`config.mk`:
```
export PLATFORM = sky130hd
export DESIGN_NAME = beverage_ctrl
export DESIGN_NICKNAME = d
export VERILOG_FILES = /design/src/rtl/beverage_ctrl.sv
export SDC_FILE = /design/constraint.sdc
export NUM_CORES = 1
export LEC_CHECK = 0
export CAP_MARGIN = 20
export CORE_MARGIN = 2
export CORE_UTILIZATION = 58
export DETAILED_ROUTE_END_ITERATION = 12
export GPL_TIMING_DRIVEN = 0
export PLACE_DENSITY = 0.92
export SLEW_MARGIN = 40
export SYNTH_ARGS = -nofsm -noshare
export SYNTH_HDL_FRONTEND = slang
export SYNTH_SLANG_ARGS = --single-unit
```
`constraint.sdc`:
```
create_clock -name clk -period 4.79 [get_ports clk]
set_input_delay 0.958 -clock clk [delete_from_list [all_inputs] [get_ports clk]]
set_output_delay 0.958 -clock clk [all_outputs]
set_load 0.05 [all_outputs]
```
`src/rtl/beverage_ctrl.sv`:
```
// Vending and brew controller: coin credit, price check, change and timed
// ingredient dispensing, with every output driven straight from a register.
`timescale 1ns/1ps
module beverage_ctrl #(
    parameter int NUM_DRINKS = 4,
    parameter int CREDIT_W   = 8,
    parameter int NUM_ING    = 5,
    parameter logic [NUM_DRINKS*CREDIT_W-1:0] PRICE_TABLE  = {8'd10, 8'd7, 8'd5, 8'd3},
    parameter logic [NUM_DRINKS*NUM_ING-1:0]  RECIPE_TABLE = {5'b01111, 5'b00111, 5'b00011, 5'b00001},
    parameter int TICK_DIV   = 100000000,
    parameter int STEP_SECS  = 3
) (
    input  logic                  clk,
    input  logic                  reset,
    input  logic                  coin_one,
    input  logic                  coin_five,
    input  logic                  cancel,
    input  logic                  brew,
    input  logic [NUM_DRINKS-1:0] drink_sel,
    output logic [CREDIT_W-1:0]   credit,
    output logic [CREDIT_W-1:0]   change,
    output logic [NUM_ING-1:0]    ingredients,
    output logic                  busy,
    output logic                  done,
    output logic [1:0]            err
);
    localparam int PW = (TICK_DIV > 1) ? $clog2(TICK_DIV) : 1;
    localparam int TW = (STEP_SECS > 1) ? $clog2(STEP_SECS) : 1;
    localparam logic [PW-1:0] PRESC_LAST = PW'(TICK_DIV - 1);
    localparam logic [TW-1:0] TICK_LAST  = TW'(STEP_SECS - 1);

    typedef enum logic [1:0] {
        S_IDLE     = 2'd0,
        S_DISPENSE = 2'd1,
        S_DONE     = 2'd2
    } state_t;

    state_t              state_q;
    logic [CREDIT_W-1:0] credit_q;
    logic [CREDIT_W-1:0] change_q;
    logic [NUM_ING-1:0]  ingr_q;
    logic [NUM_ING-1:0]  mask_q;
    logic                busy_q;
    logic                done_q;
    logic [1:0]          err_q;
    logic [PW-1:0]       presc_q;
    logic [TW-1:0]       tick_q;

    logic [2:0]          coin_val_d;
    logic                coin_any_d;
    logic [CREDIT_W-1:0] credit_inc_d;
    logic [CREDIT_W-1:0] coin_only_d;
    logic [CREDIT_W-1:0] price_d;
    logic [NUM_ING-1:0]  recipe_d;
    logic                sel_ok_d;
    logic [NUM_ING-1:0]  mask_clr_d;

    function automatic logic [NUM_ING-1:0] low_bit(input logic [NUM_ING-1:0] m);
        return m & (~m + NUM_ING'(1));
    endfunction

    function automatic logic [CREDIT_W-1:0] sat_add(input logic [CREDIT_W-1:0] a,
                                                    input logic [2:0] b);
        logic [CREDIT_W:0] s;
        s = {1'b0, a} + (CREDIT_W+1)'(b);
        return s[CREDIT_W] ? {CREDIT_W{1'b1}} : s[CREDIT_W-1:0];
    endfunction

    // Coin value, saturated credit, and price/recipe of the selected drink
    always_comb begin
        coin_val_d   = (coin_one ? 3'd1 : 3'd0) + (coin_five ? 3'd5 : 3'd0);
        coin_any_d   = coin_one | coin_five;
        credit_inc_d = sat_add(credit_q, coin_val_d);
        coin_only_d  = sat_add({CREDIT_W{1'b0}}, coin_val_d);
        sel_ok_d     = $onehot(drink_sel);
        mask_clr_d   = mask_q & ~low_bit(mask_q);
        price_d      = {CREDIT_W{1'b0}};
        recipe_d     = {NUM_ING{1'b0}};
        for (int i = 0; i < NUM_DRINKS; i++) begin
            price_d  = price_d  | (drink_sel[i] ? PRICE_TABLE[i*CREDIT_W +: CREDIT_W] : {CREDIT_W{1'b0}});
            recipe_d = recipe_d | (drink_sel[i] ? RECIPE_TABLE[i*NUM_ING +: NUM_ING] : {NUM_ING{1'b0}});
        end
    end

    // Controller FSM with registered outputs
    always_ff @(posedge clk) begin
        if (reset) begin
            state_q  <= S_IDLE;
            credit_q <= {CREDIT_W{1'b0}};
            change_q <= {CREDIT_W{1'b0}};
            ingr_q   <= {NUM_ING{1'b0}};
            mask_q   <= {NUM_ING{1'b0}};
            busy_q   <= 1'b0;
            done_q   <= 1'b0;
            err_q    <= 2'b00;
            presc_q  <= {PW{1'b0}};
            tick_q   <= {TW{1'b0}};
        end else begin
            err_q    <= 2'b00;
            done_q   <= 1'b0;
            credit_q <= credit_inc_d;
            case (state_q)
                S_IDLE: begin
                    if (coin_any_d) begin
                        change_q <= {CREDIT_W{1'b0}};
                    end
                    if (cancel) begin
                        // A same-cycle coin is part of the refund; a zero refund keeps old change
                        credit_q <= {CREDIT_W{1'b0}};
                        if (credit_inc_d != {CREDIT_W{1'b0}}) begin
                            change_q <= credit_inc_d;
                        end
                    end else if (brew) begin
                        if (!sel_ok_d) begin
                            err_q <= 2'b01;
                        end else if (credit_q < price_d) begin
                            err_q <= 2'b10;
                        end else begin
                            change_q <= credit_q - price_d;
                            credit_q <= coin_only_d;
                            mask_q   <= recipe_d;
                            ingr_q   <= low_bit(recipe_d);
                            busy_q   <= 1'b1;
                            presc_q  <= {PW{1'b0}};
                            tick_q   <= {TW{1'b0}};
                            state_q  <= S_DISPENSE;
                        end
                    end
                end
                S_DISPENSE: begin
                    if (mask_q == {NUM_ING{1'b0}}) begin
                        ingr_q  <= {NUM_ING{1'b0}};
                        busy_q  <= 1'b0;
                        done_q  <= 1'b1;
                        state_q <= S_DONE;
                    end else if (presc_q == PRESC_LAST) begin
                        presc_q <= {PW{1'b0}};
                        if (tick_q == TICK_LAST) begin
                            tick_q <= {TW{1'b0}};
                            mask_q <= mask_clr_d;
                            if (mask_clr_d == {NUM_ING{1'b0}}) begin
                                ingr_q  <= {NUM_ING{1'b0}};
                                busy_q  <= 1'b0;
                                done_q  <= 1'b1;
                                state_q <= S_DONE;
                            end else begin
                                ingr_q <= low_bit(mask_clr_d);
                            end
                        end else begin
                            tick_q <= tick_q + TW'(1);
                        end
                    end else begin
                        presc_q <= presc_q + PW'(1);
                    end
                end
                S_DONE: begin
                    state_q <= S_IDLE;
                end
                default: begin
                    state_q <= S_IDLE;
                end
            endcase
        end
    end

    assign credit      = credit_q;
    assign change      = change_q;
    assign ingredients = ingr_q;
    assign busy        = busy_q;
    assign done        = done_q;
    assign err         = err_q;
endmodule
```
==> results of run 1 <==
## metrics by stage
| stage | instance area, um^2 | setup WS, ns | hold WS, ns | instances | utilization, % |
|---|---|---|---|---|---|
| detailed placement | 4200 | 0.00240 | 0.467 | 595 | 66.6 |
| global placement | 4200 | 0.0683 | 0.446 | 595 | 66.5 |
| global route | 4380 | 0.0706 | 0.486 | 611 | 69.4 |
| floorplan | 3770 | 1.11 | 0.446 | 485 | - |
| CTS | 4380 | 0.327 | 0.476 | 611 | 69.4 |
| finish | 4380 | 0.263 | 0.469 | 611 | 69.4 |
## flip-flops by register name, indices dropped and copies added, names as in the netlist
name	cells
state_q	2
mask_q	5
tick_q	2
credit	8
done	1
busy	1
err	2
presc_q	27
change	8
ingredients	5
## cell families (layout without fill, tap and decap cells)
logic type	after synthesis	after routing	share of synthesized area [%]
AOI/OAI and AO/OA	112	112	19.2
and+or+nand+nor	221	221	30.1
adders and majority gates	17	17	6.17
buffers and inverters	41	90	4.31
muxes	5	5	1.33
xor gates and xnor gates	28	28	6.51
DFF	61	61	32.4
## metal layers
metal  up-vias  track usage, %  part of all wire (%)
met2       212            48.8                    49
li1       1844               -                     -
met4         0            10.4                   1.5
met1      1821            37.4                    41
met3        17            6.78                   9.1
met5         -               0                     0
## layout make-up
cell class	instances	area share, %
multi-input cells	383	54.6
clock buffers	9	2.83
well taps	77	2.20
flip-flops and latches	61	27.9
inverters	17	1.46
clock inverters	7	1.31
repair buffers	33	7.53
plain buffers	24	2.25
## placed cells by master (no fill, tap or decap), types with 4 or more instances in the layout
| cell | netlist | routed |
|---|---|---|
| clkdlybuf4s50_1 | 0 | 33 |
| inv_1 | 17 | 17 |
| and3_1 | 7 | 7 |
| clkbuf_1 | 17 | 17 |
| nor3_1 | 20 | 20 |
| a21oi_1 | 36 | 36 |
| nor2_1 | 55 | 55 |
| or4_1 | 8 | 8 |
| clkbuf_8 | 0 | 9 |
| nand4_1 | 10 | 10 |
| nand2b_1 | 7 | 7 |
| buf_2 | 6 | 6 |
| o21ai_0 | 29 | 29 |
| dfxtp_1 | 61 | 61 |
| nand2_1 | 43 | 43 |
| nor4_1 | 11 | 10 |
| xnor2_1 | 14 | 14 |
| xor2_1 | 14 | 14 |
| mux2i_1 | 5 | 5 |
| a22oi_1 | 4 | 4 |
| or3_1 | 7 | 7 |
| nor2b_1 | 6 | 6 |
| o211ai_1 | 5 | 5 |
| nand3_1 | 25 | 25 |
| ha_1 | 13 | 13 |
| and2_1 | 5 | 5 |
| a21o_1 | 5 | 5 |
## report_power, final
| group | internal [W] | total [W] | switching (W) | leakage [nW] |
|---|---|---|---|---|
| clock | 0.000193 | 0.000426 | 0.000233 | 0.0829 |
| combinational | 0.0000525 | 0.000148 | 0.0000950 | 0.938 |
| sequential | 0.000513 | 0.000520 | 0.00000656 | 0.493 |
| total | 0.000759 | 0.00109 | 0.000335 | 1.51 |
## final timing paths
check / start / to / slack [ns] / depth (start not counted)
max: drink_sel[3] / presc_q[19] / 0.26 / 13
min: ingredients[0] / ingredients[0] / 0.47 / 2
max reg2reg: credit[0] / presc_q[19] / 1.61 / 11
min reg2reg: ingredients[0] / ingredients[0] / 0.47 / 2
## tightest hold or removal path: stages (launching register included)
cell	delay, ns
dfxtp_1	0.31
nand2_1	0.05
o21ai_0	0.06
==> metrics.cfg, run 1 <==
[status]
status = finished, final reports clean

[finish]
final-seq-area_mm2 = 0.00122
multi_input_area_mm2 = 0.00239
fillers = 516
fin_nets = 555
area_growth_syn_to_layout_pct = 16.3
drive_gt1_share_pct = 6.74
antenna-diode-count = 0

[pwr]
p_leak_nw = 1.51
p_per_area_mw_per_mm2 = 250
ir_worst_vdd_v = 0.000251
p_total_w = 0.00109

[worst_setup_path]
crit_family = buffers and inverters
worstPathArrival_ns = 4.77
crit_path_max_incr_delay_ns = 0.66
critical_path.startpoint_type = input pin
critical_path_class = input pin to flip-flop
cp_num_buf_inv = 4
cp_slowest_cell = o32ai_2
cp_cell_sequence = clkdlybuf4s50_1 -> inv_1 -> fa_1 -> inv_1 -> ha_1 -> ha_1 -> and4bb_2 -> nand2_1 -> o32ai_2 -> clkbuf_1 -> nand3_1 -> xor2_1 -> nor2_1
cp_max_fo = 10
cp.required_ns = 5.03
crit_path_end_kind = flip-flop

[sta]
fmax_mhz = 221
finalHoldViolations = 0
finalCritPeriodShare_pct = 94.5
finClkSkew_ns = 0.0109
tightestPinTransition_ns = 0.756
finalSetupViolations = 0
tns_ns = 0
slew_violations = 0
relSlewSlack_pct = 49.2
min_period_ns = 4.53
rsz0062_at_grt = false

[placed_design]
gp_congestion = 0.972
portBuffers = 33
dp_hpwl_mm = 7.39

[detailed_routing]
drt_first_iter_violations = 441
wl_mm = 10.1
dr.pass1.iters = 6
vias_per_cell = 6.37
drc = 0
final_antenna_net_count = 0
routed-via-count = 3894
wl_per_cell_um = 16.6

[logic_synthesis]
yosys-top-cells-area = dfxtp_1 32%, nor2_1 5.5%, a21oi_1 4.8%
netlist_instances = 485
yosysSeqAreaShare_pct = 32.4
ys_ff_latch = 61
synth.most_common_cell = dfxtp_1
synth_nets = 511
ys.flop_type = dfxtp_1
ys_types = 60
yosys.area.top_type = dfxtp_1
synth_async_sr_flop_share_pct = 0
synth_edf_count = 0
netlist_area_mm2 = 0.00377
syn_avg_cell_area_um2 = 7.77
ys_top_cells_by_count = 61 x dfxtp_1, 55 x nor2_1, 43 x nand2_1, 36 x a21oi_1, 29 x o21ai_0
ys_warn_count = 0
synth_top_area_share_pct = 32.4

[global_routing]
antenna_found_initial = 0
grt_pass1_vias = 3768
grt_max_degree = 14
overflow = 0
grt_usage_pct = 29.4
grt_pass1_wl_mm = 17.3

[cts]
numCtsBuffers = 9
cts_tree = yes
cts.hold.buffers_added = 0
htree_levels = 3
postCtsSetupRepairBufs = 0
cts.sinks = 61
post_cts_resized = 0
cts.clk_slew.worst_paths_ns = 0.07
clockRootBuffer = clkbuf_8
clk_path_buf_depth = 2
insertion_delay_ns = 0.36

[floorplan]
rows = 29
fp.dieW_um = 84.6
ios = 35
start_util_pct = 59.7
core_area_mm2 = 0.00631
die-area_mm2 = 0.00716
fp.dieH_um = 84.6

[job]
maxCapViolations = 0

[min_path]
hold_path.class = flip-flop to flip-flop

Note: power is estimated with default switching activity, not from simulation.
==> inputs of run 2 (changes only) <==
Settings changed: CORE_ASPECT_RATIO set to 0.6, HOLD_SLACK_MARGIN set to 0.02.
==> run 2 against run 1 <==
  * Die area rose by 0.30%
  * Maximum frequency fell by 1.4%
  * Count of clock-buffer cells in the layout rose by 4
  * Combinational power barely moved
  * Highest routed layer unchanged
  * Cell count rose by 1.1%
==> metrics.cfg, run 2 (synthesis results as in run 1) <==
[cts]
postCtsSetupRepairBufs = 0
cts_tree = yes
insertion_delay_ns = 0.36
clockRootBuffer = clkbuf_8
cts.clk_slew.worst_paths_ns = 0.07
clk_path_buf_depth = 2
htree_levels = 3
cts.sinks = 61
cts.hold.buffers_added = 0
post_cts_resized = 0
numCtsBuffers = 9

[finish]
regMostFlops = presc_q
largest_reg_flops = 27
final_common_cell = dfxtp_1
drive_gt1_share_pct = 6.55
area_growth_syn_to_layout_pct = 17.3
fillers = 492
mostFrequentLayoutCells = 61 x dfxtp_1, 55 x nor2_1, 43 x nand2_1, 36 x a21oi_1, 33 x clkdlybuf4s50_1
antenna-diode-count = 0
stdcell_area_mm2 = 0.00442
fin_nets = 555
layout.cells.non_filler = 618

[detailed_routing]
dr.pass1.iters = 6
wl_per_cell_um = 17.9
drc = 0
wl_mm = 11.1
routed-via-count = 4014
final_antenna_net_count = 0
drt_first_iter_violations = 527
vias_per_cell = 6.50

[worst_setup_path]
rr_endpoint = presc_q[23]
cp.required_ns = 5.02
reg2reg_depth = 11
worstPathArrival_ns = 4.82
critical_path_class = input pin to flip-flop
critical_path.startpoint_type = input pin
crit_path_end_kind = flip-flop
r2r_slack_ns = 1.58
r2r-start = credit[0]
cp_max_fo = 10

[sta]
slew_violations = 0
relSlewSlack_pct = 44.1
finClkSkew_ns = 0.00295
hold-worst-slack_ns = 0.480
min_period_ns = 4.59
fmax_mhz = 218
finalCritPeriodShare_pct = 95.9
finalHoldViolations = 0
tightestPinTransition_ns = 0.839
rsz0062_at_grt = false
finalSetupViolations = 0

[global_routing]
antenna_found_initial = 0
grt_pass1_vias = 3583
overflow = 0
grt_max_degree = 11
grt_usage_pct = 32.1
grt_pass1_wl_mm = 17.5

[pwr]
p_total_w = 0.00116
p_leak_nw = 1.54
ir_worst_vdd_v = 0.000138
p_per_area_mw_per_mm2 = 263

[job]
maxCapViolations = 0

[placed_design]
place_inst = 602
dp_hpwl_mm = 8.16
portBuffers = 33
placed_area_mm2 = 0.00421
gp_congestion = 0.979

[status]
status = finished, final reports clean

[min_path]
hold_start = ingredients[3]
min_to = ingredients[3]
hold_path.class = flip-flop to flip-flop
hold_depth = 2

[floorplan]
ios = 35
die-area_mm2 = 0.00718
fp.dieW_um = 108
rows = 22
start_util_pct = 60.9
core_area_mm2 = 0.00619
fp.dieH_um = 66.5

[run 2: cell types whose count changed in the layout (fill, tap and decap cells not counted)]
| cell | before | now |
|---|---|---|
| clkinv_2 | 0 | 1 |
| inv_6 | 3 | 0 |
| bufinv_16 | 0 | 1 |
| clkbuf_8 | 9 | 12 |
| clkinvlp_4 | 3 | 1 |
| clkbuf_1 | 17 | 18 |
| clkinv_4 | 1 | 0 |
[run 2: stage by stage]
step / setup TNS, ns / util, % / worst slack [ns]
final: 0 / 71.4 / 0.197
after global routing: 0 / 71.4 / 0.0385
after CTS: 0 / 71.4 / 0.309
after detailed placement: -0.0417 / 68.0 / -0.0318
after global placement: 0 / 67.9 / 0.0362
after floorplan: 0 / - / 1.11
[run 2: worst max-delay path: stages]
cell and delay (ns):
clkdlybuf4s50_1 0.55, inv_1 0.10, fa_1 0.48, inv_1 0.04, ha_1 0.18, ha_1 0.28
and4bb_2 0.39, nand2_1 0.18, o32ai_2 0.73, clkbuf_1 0.49, nand2_1 0.16, a22oi_1 0.23
nor2_1 0.06
[run 2: worst max path at each step]
| stage | startpoint | end | slack, ns |
|---|---|---|---|
| floorplan | drink_sel[0] | tick_q[1] | 1.11 |
| global placement | drink_sel[3] | presc_q[23] | 0.04 |
| detailed placement | drink_sel[3] | tick_q[1] | -0.03 |
| CTS | drink_sel[3] | tick_q[1] | 0.31 |
| global route | drink_sel[3] | tick_q[1] | 0.04 |
| finish | drink_sel[3] | tick_q[1] | 0.20 |
[run 2: final cells by class]
type / instances / area, um^2 / area share, %
plain buffers: 24 / 98.8 / 2.23
multi-input cells: 383 / 2390 / 54.1
clock inverters: 3 / 42.5 / 0.962
clock buffers: 13 / 169 / 3.82
repair buffers: 33 / 330 / 7.47
well taps: 84 / 105 / 2.38
flip-flops and latches: 61 / 1220 / 27.6
inverters: 17 / 63.8 / 1.44
[run 2: metal layers]
metal	global-route usage, %	vias up	wire length [um]
li1	-	1848	-
met1	45.0	1873	4900
met2	46.1	268	4560
met3	10.4	25	1410
met4	11.1	0	192
met5	0	-	0
[run 2: power by group]
part,internal [W],switching [W],total (W)
clock network,0.000282,0.000211,0.000493
registers,0.000514,0.00000759,0.000521
logic,0.0000521,0.0000965,0.000149
==> inputs of run 3 (changes only) <==
Settings changed: CELL_PAD_IN_SITES_DETAIL_PLACEMENT set to 0, CELL_PAD_IN_SITES_GLOBAL_PLACEMENT set to 2, CORE_UTILIZATION 58 to 34.
==> run 3 against run 2 <==
  * Via count is 6.0% lower
  * Critical path depth unchanged
  * Combinational power is essentially flat
  * Die area is 67% higher
  * Sequential power hardly changed
  * Count of clock-buffer cells in the layout shrank 4
  * Sequential share of layout area down 1.3 points
  * Worst hold slack worse by 0.021 ns
  * Wire length up 2.2%
==> metrics.cfg, run 3 (synthesis results as in run 1) <==
[detailed_routing]
drt_first_iter_violations = 274
wl_mm = 11.3
final_antenna_net_count = 0
drc = 0
routed-via-count = 3773
wl_per_cell_um = 16.8
dr.pass1.iters = 5
vias_per_cell = 5.61

[sta]
relSlewSlack_pct = 45.2
hold-worst-slack_ns = 0.459
rsz0062_at_grt = false
finalCritPeriodShare_pct = 93.8
tns_ns = 0
min_period_ns = 4.50
finalSetupViolations = 0
finalHoldViolations = 0
slew_violations = 0
tightestPinTransition_ns = 0.820
fmax_mhz = 222
finClkSkew_ns = 0.00912

[min_path]
hold_path.class = flip-flop to flip-flop

[cts]
numCtsBuffers = 9
cts.clk_slew.worst_paths_ns = 0.06
clk_path_buf_depth = 2
post_cts_resized = 0
cts_tree = yes
cts.hold.buffers_added = 0
clockRootBuffer = clkbuf_16
insertion_delay_ns = 0.34
cts.sinks = 61
htree_levels = 3
postCtsSetupRepairBufs = 0

[finish]
multi_input_area_mm2 = 0.00240
mostFrequentLayoutCells = 61 x dfxtp_1, 55 x nor2_1, 43 x nand2_1, 36 x a21oi_1, 33 x clkdlybuf4s50_1
fin_nets = 555
area_growth_syn_to_layout_pct = 23.1
final_common_cell = dfxtp_1
regMostFlops = presc_q
drive_gt1_share_pct = 6.74
largest_reg_flops = 27
antenna-diode-count = 0
fillers = 1076
final-seq-area_mm2 = 0.00122

[floorplan]
rows = 29
start_util_pct = 35.3
ios = 35
fp.dieW_um = 140
core_area_mm2 = 0.0107
die-area_mm2 = 0.0120
fp.dieH_um = 85.6

[worst_setup_path]
critical_path.startpoint_type = input pin
crit_path_end_kind = flip-flop
worstPathArrival_ns = 4.71
critical_path_class = input pin to flip-flop
cp_max_fo = 10
cp.required_ns = 5.00

[global_routing]
grt_pass1_vias = 3462
grt_max_degree = 13
grt_usage_pct = 19.6
antenna_found_initial = 0
grt_pass1_wl_mm = 18.4
overflow = 0

[pwr]
ir_worst_vdd_v = 0.000218
p_per_area_mw_per_mm2 = 310
p_leak_nw = 1.60

[placed_design]
portBuffers = 33
gp_congestion = 0.887
dp_hpwl_mm = 8.75

[job]
maxCapViolations = 0

[status]
status = finished, final reports clean

==> run 3: layout make-up <==
| cell class | count | share of cell area [%] |
|---|---|---|
| clock buffers | 9 | 4.85 |
| well taps | 139 | 3.75 |
| plain buffers | 24 | 2.13 |
| clock inverters | 7 | 2.67 |
| multi-input cells | 383 | 51.8 |
| flip-flops and latches | 61 | 26.3 |
| inverters | 17 | 1.38 |
| repair buffers | 33 | 7.12 |
==> run 3: per-layer routing <==
layer	routed length (um)	track usage (%)	share of wire, %	vias up
met3	927	6.03	8.2	11
li1	-	-	-	1854
met1	6200	31.1	55	1784
met4	96	5.36	0.85	0
met5	0	0	0	-
met2	4080	24.7	36	124
==> run 3: path summary, 6_finish.rpt <==
path / start / to / slack, ns / cells past startpoint
max: drink_sel[3] / tick_q[1] / 0.29 / 13
min: ingredients[0] / ingredients[0] / 0.46 / 2
max reg2reg: credit[0] / presc_q[23] / 1.56 / 11
min reg2reg: ingredients[0] / ingredients[0] / 0.46 / 2
==> run 3: stage by stage <==
step	util (%)	setup WS [ns]	total power, W	std cells	instance area, um^2
final	43.5	0.295	0.00144	673	4640
after global routing	43.5	0.0635	0.00148	673	4640
after global placement	40.1	-0.172	0.000676	657	4270
after detailed placement	40.1	-0.218	0.000679	657	4280
after CTS	43.4	0.149	0.00145	673	4630
after floorplan	-	1.11	0.000628	485	3770
==> run 3: power by group <==
part / internal [W] / switching (W) / total [W]
Clock: 0.000511 / 0.000257 / 0.000768
Combinational: 0.0000522 / 0.0000965 / 0.000149
Sequential: 0.000514 / 0.00000747 / 0.000522
==> run 3: critical path, stage by stage <==
cell and delay, ns:
clkdlybuf4s50_1 0.55, inv_1 0.12, fa_1 0.49, inv_1 0.05
ha_1 0.18, ha_1 0.29, and4bb_2 0.41, nand2_1 0.21
o32ai_4 0.52, clkbuf_1 0.50, nand2_1 0.16, a22oi_1 0.21
nor2_1 0.05
